--- config.mk ---
export PLATFORM = sky130hd
export DESIGN_NAME = fetch_stage
export DESIGN_NICKNAME = d
export VERILOG_FILES = /design/src/rtl/fetch_pkg.sv /design/src/rtl/if_id_register.sv /design/src/rtl/fetch_stage.sv
export SDC_FILE = /design/constraint.sdc
export NUM_CORES = 1
export LEC_CHECK = 0
export BUFFER_PORTS_ARGS = -buffer_cell sky130_fd_sc_hd__buf_2
export CELL_PAD_IN_SITES_DETAIL_PLACEMENT = 1
export CELL_PAD_IN_SITES_GLOBAL_PLACEMENT = 1
export CORE_MARGIN = 3
export CORE_UTILIZATION = 33
export DETAILED_ROUTE_END_ITERATION = 7
export GPL_ROUTABILITY_DRIVEN = 0
export GPL_TIMING_DRIVEN = 0
export PLACE_DENSITY = 0.74
export SKIP_CTS_REPAIR_TIMING = 1
export SLEW_MARGIN = 20
export SYNTH_ARGS = -nofsm -noshare
export SYNTH_HDL_FRONTEND = slang
export SYNTH_SLANG_ARGS = --single-unit
--- constraint.sdc ---
create_clock -name clk -period 2.3 [get_ports clk]
set_clock_uncertainty 0.1 [all_clocks]
set_input_delay 0.46 -clock clk [delete_from_list [all_inputs] [get_ports clk]]
set_output_delay 0.46 -clock clk [all_outputs]
set_load 0.01 [all_outputs]
--- src/rtl/fetch_pkg.sv ---
// fetch_pkg: shared types and constants for the IF stage.
//   XLEN, NOP_INSTR, DEFAULT_RESET_PC, if_id_t {instr, pc_plus4, valid},
//   IF_ID_BUBBLE (flushed IF/ID contents) and a saturating counter increment.
package fetch_pkg;
   localparam int XLEN = 32;
   localparam logic [XLEN-1:0] NOP_INSTR = 32'h0000_0000;
   localparam logic [XLEN-1:0] DEFAULT_RESET_PC = 32'h0000_0000;
   typedef struct packed {
      logic [XLEN-1:0] instr;
      logic [XLEN-1:0] pc_plus4;
      logic            valid;
   } if_id_t;
   localparam if_id_t IF_ID_BUBBLE = '{instr: NOP_INSTR, pc_plus4: '0, valid: 1'b0};
   function automatic logic [XLEN-1:0] sat_inc(input logic [XLEN-1:0] v, input logic en);
      return (en && v != '1) ? v + 32'd1 : v;
   endfunction
endpackage

--- src/rtl/if_id_register.sv ---
// if_id_register: IF/ID pipeline register with load, hold and flush.
//   clk, rst (async active-low), load (capture d), flush (insert bubble, beats load),
//   d (next contents), q (registered contents).
module if_id_register
   import fetch_pkg::*;
(
   input  logic   clk,
   input  logic   rst,
   input  logic   load,
   input  logic   flush,
   input  if_id_t d,
   output if_id_t q
);
   if_id_t if_id_d, if_id_q;
   always_comb if_id_d = flush ? IF_ID_BUBBLE : load ? d : if_id_q;
   always_ff @(posedge clk or negedge rst)
      if (!rst) if_id_q <= IF_ID_BUBBLE;
      else      if_id_q <= if_id_d;
   assign q = if_id_q;
endmodule

--- src/rtl/fetch_stage.sv ---
// fetch_stage: MIPS IF stage - PC register, next-pc mux, imem addressing, IF/ID capture.
//   clk, rst (async active-low), stall (hold pc and IF/ID), redirect/redirect_pc (taken
//   branch/jump from ID, flushes IF/ID), imem_instr (combinational imem read data),
//   imem_addr (word index), pc, addr_oob (pc past IMEM_DEPTH), if_id_instr,
//   if_id_pc_plus4, if_id_valid.
//   FETCH_STATS_EN defined: adds saturating fetch_count, stall_count, flush_count outputs.
module fetch_stage
   import fetch_pkg::*;
#(
   parameter logic [XLEN-1:0] RESET_PC   = DEFAULT_RESET_PC,
   parameter int              IMEM_DEPTH = 1024
) (
   input  logic            clk,
   input  logic            rst,
   input  logic            stall,
   input  logic            redirect,
   input  logic [XLEN-1:0] redirect_pc,
   input  logic [XLEN-1:0] imem_instr,
   output logic [XLEN-1:0] imem_addr,
   output logic [XLEN-1:0] pc,
   output logic            addr_oob,
   output logic [XLEN-1:0] if_id_instr,
   output logic [XLEN-1:0] if_id_pc_plus4,
   output logic            if_id_valid
`ifdef FETCH_STATS_EN
   ,
   output logic [XLEN-1:0] fetch_count,
   output logic [XLEN-1:0] stall_count,
   output logic [XLEN-1:0] flush_count
`endif
);
   logic [XLEN-1:0] pc_d, pc_q, pc_plus4;
   if_id_t if_id_in, if_id_out;
   assign pc_plus4 = pc_q + 32'd4;
   // redirect wins over stall; the slot fetched alongside a redirect is dropped
   always_comb pc_d = redirect ? {redirect_pc[XLEN-1:2], 2'b00} : stall ? pc_q : pc_plus4;
   always_ff @(posedge clk or negedge rst)
      if (!rst) pc_q <= RESET_PC;
      else      pc_q <= pc_d;
   assign pc        = pc_q;
   assign imem_addr = {2'b00, pc_q[XLEN-1:2]};
   assign addr_oob  = pc_q[XLEN-1:2] >= 30'(IMEM_DEPTH);
   assign if_id_in  = '{instr: imem_instr, pc_plus4: pc_plus4, valid: 1'b1};
   if_id_register u_if_id (
      .clk   (clk),
      .rst   (rst),
      .load  (!stall),
      .flush (redirect),
      .d     (if_id_in),
      .q     (if_id_out)
   );
   assign if_id_instr    = if_id_out.instr;
   assign if_id_pc_plus4 = if_id_out.pc_plus4;
   assign if_id_valid    = if_id_out.valid;
`ifdef FETCH_STATS_EN
   logic [XLEN-1:0] fetch_count_d, fetch_count_q;
   logic [XLEN-1:0] stall_count_d, stall_count_q;
   logic [XLEN-1:0] flush_count_d, flush_count_q;
   always_comb begin
      fetch_count_d = sat_inc(fetch_count_q, !redirect && !stall);
      stall_count_d = sat_inc(stall_count_q, stall && !redirect);
      flush_count_d = sat_inc(flush_count_q, redirect);
   end
   always_ff @(posedge clk or negedge rst)
      if (!rst) begin
         fetch_count_q <= '0;
         stall_count_q <= '0;
         flush_count_q <= '0;
      end else begin
         fetch_count_q <= fetch_count_d;
         stall_count_q <= stall_count_d;
         flush_count_q <= flush_count_d;
      end
   assign fetch_count = fetch_count_q;
   assign stall_count = stall_count_q;
   assign flush_count = flush_count_q;
`endif
endmodule

==> out/results.ini <==
[run_status]
outcome = finished, violations left
violations = negative setup slack

[worst_setup_path]
critPathMaxFanout = 7
crit_family = simple AND/OR/NAND/NOR gates
reg2reg_slack_ns = -0.14
crit_slowest_cell = or4_4
critPathBufInv = 2
crit_type = flip-flop to flip-flop
critical_path_required_ns = 2.45
crit_path_start_kind = flip-flop
path_cells = nand4_1 > buf_4 > or4_4 > buf_2 > o2111a_1 > a211o_1
cp.arrival_ns = 2.59
slowest_delay_ns = 0.57
end_kind = flip-flop

[cts]
cts-htree-levels = 3
clockBufferDepth = 2
cts_sinks = 94
cts_buffers = 9
cts_tree = yes
insertion_delay_ns = 0.36
root_buffer = clkbuf_16
cts.clk_slew.worst_paths_ns = 0.08

[logic_synthesis]
yosysWarningCount = 0
synth_common_cells = dfrtp_1, nor2_1, clkbuf_1, nand2_1, buf_4
ys_async_sr_fraction = 1.000
synth_top_area_share = 0.4487
ys.flop_type = dfrtp_1
synth.area.top_cells = dfrtp_1, mux2i_1, nor2_1
synth-seq-cells = 94
syn_avg_cell_area_um2 = 9.133
synth_edf_count = 0
syn-cell-area_mm2 = 0.005243
synthCells = 574
yosys.area.top_type = dfrtp_1
yosysSeqAreaShare = 0.4487
synth_most_common_cell = dfrtp_1
synth_cell_types = 52

[routing]
wl_per_cell_um = 19.63
drtAntennaViolNets = 0
dr_total_vias = 5387
drc = 0
vias_per_cell = 5.355
wl_um = 19750
dr.pass1.iters = 5
drtIter0Drc = 314

[global_route]
grt_pass1_vias = 5617
grt_use_total = 0.2188
grt_max_degree = 59
grt_pass1_wl_um = 30700
grt-ovfl-total = 0
antenna_found_initial = 1

[sta]
finalSetupViolations = 10
finalSetupTns_ns = -0.6477
period_needed_ns = 2.443
slew_headroom = 0.5086
max_freq_ghz = 0.4093
slew_viol_final = 0
hold_viol = 0
rsz0062_at_grt = true
tightest_slew_ns = 0.7315
worst_slack_ns = -0.1430
fin_crit_sh = 1.062

[pwr]
p_per_area_mw_per_mm2 = 632.3
vdd_drop_max_v = 0.0003120
total_power_uw = 4502
p_leak_uw = 0.003399

[placement]
dp.cells = 980
dp_hpwl_um = 14460
port_buffers = 191
pre_cts_ws_ns = -0.7982

[finish]
fillers = 1846
final-seq-area_mm2 = 0.002370
area_growth_syn_to_layout_pct = 35.80
nets = 860
multi_input_area_mm2 = 0.002492
drive_gt1_frac = 0.4000
final-instance-count-excl-fill = 1006
diodes = 0

[die]
coreArea_mm2 = 0.01537
die_h_um = 132.0
row_count = 45
pin_count = 198
dieArea_mm2 = 0.01743
dieWidth_um = 132.0
start_util = 0.3411

[run]
drv_cap = 0

[hold_path]
hold_path_class = input pin to flip-flop

## logic make-up after synthesis
group,after synthesis,synth area share
and+or+nand+nor,227,0.2212
buffers and inverters,100,0.09809
AOI/OAI and AO/OA,95,0.1270
DFF,94,0.4487
muxes,32,0.06110
xor gates and xnor gates,23,0.03843
adders and majority gates,2,0.004773
other,1,0.0007153
## cell usage in the layout, fill, tap and decap left out, drive strengths merged, types with 11 or more instances in the layout
cell | synthesis | layout
a31oi | 12 | 12
buf | 38 | 258
clkbuf | 51 | 44
dfrtp | 94 | 94
mux2i | 32 | 32
nand2 | 38 | 38
nand3 | 14 | 14
nand4 | 19 | 19
nor2 | 78 | 78
nor3 | 11 | 11
nor4 | 16 | 16
o21ai | 25 | 25
or4 | 16 | 16
xnor2 | 21 | 21
## sequential cells by signal, summed over array words and instances, names as in the netlist
name       count
u_if_id.q     64
pc            30
## per-stage QoR
stage / instance area [um2] / util / hold slack (ns)
final: 7119 / 0.4632 / 0.2201
after global routing: 7119 / 0.4632 / 0.2311
after CTS: 6823 / 0.4439 / -0.09167
after detailed placement: 6521 / 0.4243 / 0.2866
after global placement: 6487 / 0.4221 / 0.3610
after floorplan: 5268 / - / 0.06441
## final timing paths
kind	cells past startpoint	start	endpoint
worst max-delay path	6	pc[13]	u_if_id.q[27]
worst min-delay path	3	redirect_pc[12]	pc[12]
worst max register to register	6	pc[13]	u_if_id.q[27]
worst min register to register	1	u_if_id.q[0]	u_if_id.q[0]
max in group asynchronous	3	rst	pc[3]
min in group asynchronous	2	rst	u_if_id.q[16]
## power by group
part / leakage, uW / switching (uW) / total [uW] / internal (uW)
Combinational: 0.00207 / 536 / 977 / 441
Sequential: 0.00118 / 173 / 1950 / 1780
Clock: 0.000152 / 673 / 1570 / 898
## worst register-to-register path, cell delays in order (launching register included)
cell,delay (ns)
dfrtp_2,0.49
nand4_1,0.26
buf_4,0.23
or4_4,0.57
buf_2,0.19
o2111a_1,0.28
a211o_1,0.23
## final cells by class
cell class	instances	share of cell area
Buffer	76	0.06749
Clock buffer	12	0.03603
Clock inverter	4	0.006327
Inverter	11	0.005800
Multi-Input combinational cell	383	0.3501
Sequential cell	94	0.3329
Tap cell	211	0.03708
Timing Repair Buffer	215	0.1643
## per-layer routing
layer  part of all wire  GRT usage  wire length, um
met5            0.00071          0               14
met4              0.016    0.07526              310
met3              0.086    0.05420             1695
met2               0.48     0.3657             9533
met1               0.42     0.2769             8198
Power figures use the tool's default switching activity.
